## src/rtl/handshake_arbiter.sv

```systemverilog
// handshake_arbiter: shares one four-phase sync/ack slave among N four-phase masters,
// granting round-robin and relaying the request word and slave result.
//
// Ports:
//   clock       system clock, all logic on posedge
//   reset_n     synchronous active-low reset
//   m_sync      per-master request (four-phase sync)
//   m_ack       per-master acknowledge, one-hot or zero
//   m_data_in   master request words, master i at [i*WIDTH +: WIDTH]
//   m_data_out  latched slave result, valid while m_ack[i]=1
//   s_sync      sync to the shared slave
//   s_ack       ack from the shared slave
//   s_data_out  request word to the slave
//   s_data_in   result from the slave
//   grant       index of the current/last granted master
//   busy        high in any state other than IDLE
//   timeout     one-cycle pulse on watchdog abort
//
// Optional feature: define HS_ARB_TIMEOUT_EN to enable the slave-ack watchdog.
// Without it FWD waits indefinitely and timeout is tied low.
module handshake_arbiter #(
  parameter int unsigned N       = 4,
  parameter int unsigned WIDTH   = 32,
  parameter int unsigned TIMEOUT = 1024
) (
  input  logic                 clock,
  input  logic                 reset_n,
  input  logic [N-1:0]         m_sync,
  output logic [N-1:0]         m_ack,
  input  logic [N*WIDTH-1:0]   m_data_in,
  output logic [WIDTH-1:0]     m_data_out,
  output logic                 s_sync,
  input  logic                 s_ack,
  output logic [WIDTH-1:0]     s_data_out,
  input  logic [WIDTH-1:0]     s_data_in,
  output logic [$clog2(N)-1:0] grant,
  output logic                 busy,
  output logic                 timeout
);

  localparam int unsigned GW = $clog2(N);

  localparam logic [1:0] IDLE  = 2'd0;
  localparam logic [1:0] FWD   = 2'd1;
  localparam logic [1:0] DRAIN = 2'd2;
  localparam logic [1:0] DONE  = 2'd3;

  // Elaboration-time parameter sanity.
  if (N < 2 || N > 16) begin : g_bad_n
    $error("handshake_arbiter: N must be in 2..16");
  end
  if (TIMEOUT < 2) begin : g_bad_timeout
    $error("handshake_arbiter: TIMEOUT must be at least 2");
  end

  logic [1:0]       state;
  logic [1:0]       state_nxt;
  logic [N-1:0]     m_ack_nxt;
  logic [WIDTH-1:0] m_data_out_nxt;
  logic             s_sync_nxt;
  logic [WIDTH-1:0] s_data_out_nxt;
  logic [GW-1:0]    grant_nxt;

  logic             req_found_c;
  logic [GW-1:0]    req_idx_c;
  logic [WIDTH-1:0] req_word_c;

`ifdef HS_ARB_TIMEOUT_EN
  localparam int unsigned WDW = $clog2(TIMEOUT + 1);
  logic [WDW-1:0] wd;
  logic [WDW-1:0] wd_nxt;
  logic           timeout_nxt;
`endif

  // Round-robin pick: first requester after the last grant, wrapping modulo N.
  always_comb begin
    req_found_c = 1'b0;
    req_idx_c   = '0;
    for (int unsigned off = 1; off <= N; off++) begin
      if (!req_found_c && m_sync[GW'((32'(grant) + off) % N)]) begin
        req_found_c = 1'b1;
        req_idx_c   = GW'((32'(grant) + off) % N);
      end
    end
  end

  // Request word of the selected master.
  always_comb begin
    req_word_c = '0;
    for (int unsigned i = 0; i < N; i++) begin
      if (req_idx_c == GW'(i)) begin
        req_word_c = m_data_in[i*WIDTH +: WIDTH];
      end
    end
  end

  // Next-state and next-output logic.
  always_comb begin
    state_nxt      = state;
    m_ack_nxt      = m_ack;
    m_data_out_nxt = m_data_out;
    s_sync_nxt     = s_sync;
    s_data_out_nxt = s_data_out;
    grant_nxt      = grant;
`ifdef HS_ARB_TIMEOUT_EN
    wd_nxt         = wd;
    timeout_nxt    = 1'b0;
`endif
    case (state)
      IDLE: begin
        if (req_found_c) begin
          grant_nxt      = req_idx_c;
          s_data_out_nxt = req_word_c;
          s_sync_nxt     = 1'b1;
`ifdef HS_ARB_TIMEOUT_EN
          wd_nxt         = '0;
`endif
          state_nxt      = FWD;
        end
      end
      FWD: begin
        // A stale s_ack still high on entry is accepted as the answer.
        if (s_ack) begin
          m_data_out_nxt = s_data_in;
          s_sync_nxt     = 1'b0;
          state_nxt      = DRAIN;
        end
`ifdef HS_ARB_TIMEOUT_EN
        else if (wd == WDW'(TIMEOUT - 1)) begin
          m_data_out_nxt = '1;
          s_sync_nxt     = 1'b0;
          timeout_nxt    = 1'b1;
          state_nxt      = DRAIN;
        end else begin
          wd_nxt = wd + WDW'(1);
        end
`endif
      end
      DRAIN: begin
        if (!s_ack) begin
          m_ack_nxt = N'(1) << grant;
          state_nxt = DONE;
        end
      end
      DONE: begin
        if (!m_sync[grant]) begin
          m_ack_nxt = '0;
          state_nxt = IDLE;
        end
      end
      default: state_nxt = IDLE;
    endcase
  end

  // State and output registers.
  always_ff @(posedge clock) begin
    if (!reset_n) begin
      state      <= IDLE;
      m_ack      <= '0;
      m_data_out <= '0;
      s_sync     <= 1'b0;
      s_data_out <= '0;
      grant      <= GW'(N - 1);
      busy       <= 1'b0;
    end else begin
      state      <= state_nxt;
      m_ack      <= m_ack_nxt;
      m_data_out <= m_data_out_nxt;
      s_sync     <= s_sync_nxt;
      s_data_out <= s_data_out_nxt;
      grant      <= grant_nxt;
      busy       <= (state_nxt != IDLE);
    end
  end

`ifdef HS_ARB_TIMEOUT_EN
  // Watchdog counter and abort pulse.
  always_ff @(posedge clock) begin
    if (!reset_n) begin
      wd      <= '0;
      timeout <= 1'b0;
    end else begin
      wd      <= wd_nxt;
      timeout <= timeout_nxt;
    end
  end
`else
  assign timeout = 1'b0;
`endif

endmodule

```

## config.mk

```make
export PLATFORM = sky130hd
export DESIGN_NAME = handshake_arbiter
export DESIGN_NICKNAME = d
export VERILOG_FILES = /design/src/rtl/handshake_arbiter.sv
export SDC_FILE = /design/constraint.sdc
export NUM_CORES = 1
export LEC_CHECK = 0
export CAP_MARGIN = 20
export CORE_ASPECT_RATIO = 0.5
export CORE_MARGIN = 5
export CORE_UTILIZATION = 35
export DETAILED_ROUTE_END_ITERATION = 10
export GPL_TIMING_DRIVEN = 0
export PLACE_DENSITY = 0.68
export SYNTH_ARGS = -nofsm -noshare
export SYNTH_HDL_FRONTEND = slang
export SYNTH_SLANG_ARGS = --single-unit
```

## constraint.sdc

```tcl
create_clock -name clock -period 6.05 [get_ports clock]
set_input_delay 1.5125 -clock clock [delete_from_list [all_inputs] [get_ports clock]]
set_output_delay 1.5125 -clock clock [all_outputs]
set_load 0.01 [all_outputs]
```

==> impl_results.md <==
- Vias per cell: 5.809
- Syn avg cell area: 7.154 um2
- First DRT Iteration DRCs: 667
- Global-route wire length before repair: 37.52 mm
- Core ar.: 0.01623 mm2
- Post-route ant nets: 0
- Final WL: 24.52 mm
- Chip Height: 100.4 um
- Dpl ws: 1.947 ns
- Initial antenna violation count: 0
- Cts bufs inserted: 9
- Slew at the pin closest to its max-slew limit: 0.6758 ns
- Top Ports: 240
- Crit-path max FO: 10
- Worst Setup SP: m_sync[3]
- Hold_buf cts: 0
- Avg WL per Cell: 19.15 um
- Resized cells post-CTS: 0
- Pleak: 3.103 nW
- Fin cells: 1280
- Worst r2r src: grant[0]
- VDD IR max: 0.1729 mV
- GRT Overall Usage: 24.13%
- Startpoint Class: input port
- Vias in the first global route: 7083
- Largest net degree at the start of global routing: 14
- Clk_lat worst skew: 0.34 ns
- Num Clock Sinks: 74
- Number of fill cells: 1539
- Fin nets: 1220
- Status: complete, no violations
- Std cell rows: 33
- Final core occ: 53.80%
- CTS clk-pin slew, worst paths: 0.06 ns
- FF+latch count, synth: 74
- Final period util: 63.06%
- Synth cell types: 49
- Total power per unit cell area: 311.9 mW/mm2
- Mapped Cells: 800
- HPWL after detailed placement: 18.47 mm
- Port buffer count: 238
- Setup ws final: 2.235 ns
- Start point of the worst hold path: m_data_out[12]
- Placed cell count: 1265
- Crit path capture type: register
- Fin. Hold Viols: 0
- Synthesis-to-layout area growth: 52.54%
- Post-CTS setup buffer count: 0
- Fmax achieved: 262.1 MHz
- DRC Markers: 0
- Chip Width: 190.8 um
- Worst setup path class: in -> reg
- DRT Pass-1 Iters: 5
- CP required: 6.24 ns
- Yosys warns: 0
- Register area share after synthesis: 25.89%
- Syn Nets: 971
- Unrepaired setup endpoints after global routing: no
- Max Slew Vio Count: 0
- Most used DFF post-synth: dfxtp_1
- Worst hold slack: 0.4620 ns
- Clk_skew: 0.007892 ns
- Setup TNS: 0 ns
- Worst hold path class: reg -> reg
- TritonCTS clock tree: done
- GRT overflow: 0
- Ant diodes: 0
- Layout cell share with drive strength beyond 1: 5.318%
- RePlAce Congestion: 0.8477
- # Max-Cap Violations: 0
- Effective utilization at floorplan: 35.27%
- DR vias: 7436
- Post-synth EDFFs: 0
- Synthesized cell area: 0.005723 mm2
- Fraction of registers with async set/reset: 0%
- Setup-failing EPs final: 0
- Arrival @ worst endpoint: 4.01 ns
- H-tree depth: 3
- Clk buf depth: 2
- Clk root buf: clkbuf_16
- Die area: 0.01916 mm2
- Rel. slew slack: 54.78%
- Tmin final: 3.815 ns
-- state kept, by name (all words and copies together), names as in the netlist --
signal and count:
m_ack 4, s_sync 1, s_data_out 32, m_data_out 32, busy 1, grant 2, state 2
-- metal layers --
| layer | vias up | routed length [um] | share of wire (%) | track usage (%) |
|---|---|---|---|---|
| met2 | 396 | 11390 | 46 | 40.53 |
| met4 | 0 | 470 | 1.9 | 8.053 |
| met3 | 36 | 1999 | 8.2 | 3.822 |
| met5 | - | 0 | 0 | 0 |
| met1 | 3520 | 10650 | 43 | 31.92 |
| li1 | 3484 | - | - | - |
-- synth_stat cells, drive strengths merged, types with 2 or more instances --
cell	n	area share [%]
o211ai	2	0.26
a21oi	37	3.2
o32ai	31	4.7
nor3	35	3.1
nor2b	4	0.44
o2111ai	32	4.9
mux2	4	0.92
a31oi	31	3.4
a221o	4	0.70
a211o	31	4.7
buf	30	3.7
ha	4	0.87
nand2	72	4.7
or2	4	0.44
a32oi	32	4.9
dfxtp	74	26
and4	4	0.61
a21boi	35	4.6
o21ai	37	3.2
mux2i	4	0.70
nand3b	2	0.26
clkbuf	71	4.7
nor2	99	6.8
nand4	2	0.22
or3	63	6.9
a211oi	2	0.26
inv	36	2.4
o22ai	5	0.55
-- placed cells by master (no fill, tap or decap), types with 35 or more instances in the layout --
cell,netlist,layout
or3_1,63,63
clkdlybuf4s50_1,0,238
dfxtp_1,74,74
nor3_1,35,35
inv_1,36,36
clkbuf_1,70,70
nand2_1,72,72
a21boi_0,35,35
nor2_1,96,96
o21ai_0,37,37
a21oi_1,37,37
-- power breakdown --
group	internal (W)	total [W]	leakage, nW	switching (W)
Sequential	0.000561	0.000605	0.609	0.0000445
Clock	0.000403	0.000630	0.162	0.000226
Combinational	0.000643	0.00149	2.33	0.000845
-- final timing paths --
kind	slack, ns	endpoint	cells after the start
worst max-delay path	2.23	s_data_out[14]	10
worst min register to register	0.46	m_data_out[12]	2
worst max register to register	2.34	s_data_out[5]	14
worst min-delay path	0.46	m_data_out[12]	2
-- cell families (layout without fill, tap and decap cells) --
group           after synthesis  in the layout  synth area share [%]
flops                        74             74                 25.89
compound gates              284            284                 36.29
mux                           9              9                 2.011
fa+ha+maj                     4              4                0.8745
buf+inv                     137            390                 10.73
simple gates                291            291                 24.14
other cells                   1              1               0.06553
-- worst max-delay path: stages --
cell	delay, ns
clkdlybuf4s50_1	0.56
buf_2	0.24
nor3_1	0.08
a32oi_1	0.19
o2111ai_1	0.13
o31ai_1	0.32
buf_2	0.29
clkbuf_1	0.43
a211o_1	0.18
a31oi_1	0.08
-- metrics by stage --
| stage | instance area (um2) | total power, W |
|---|---|---|
| 2_1_floorplan | 5723 | 0.001509 |
| 3_3_place_gp | 8389 | 0.002043 |
| 3_5_place_dp | 8389 | 0.002068 |
| 4_1_cts | 8730 | 0.002708 |
| 5_1_grt | 8730 | 0.002881 |
| 6_report | 8730 | 0.002722 |
-- layout make-up --
class                           instances  area [um2]  share of cell area [%]
Multi-Input combinational cell        589        3627                   41.55
Timing Repair Buffer                  238        2382                   27.29
Sequential cell                        74        1481                   16.97
Buffer                                101       479.2                   5.489
Tap cell                              227       284.0                   3.254
Clock buffer                            9       225.2                   2.580
Inverter                               36       135.1                   1.548
Clock inverter                          6       115.1                   1.319
(Power assumes the default switching activity.)
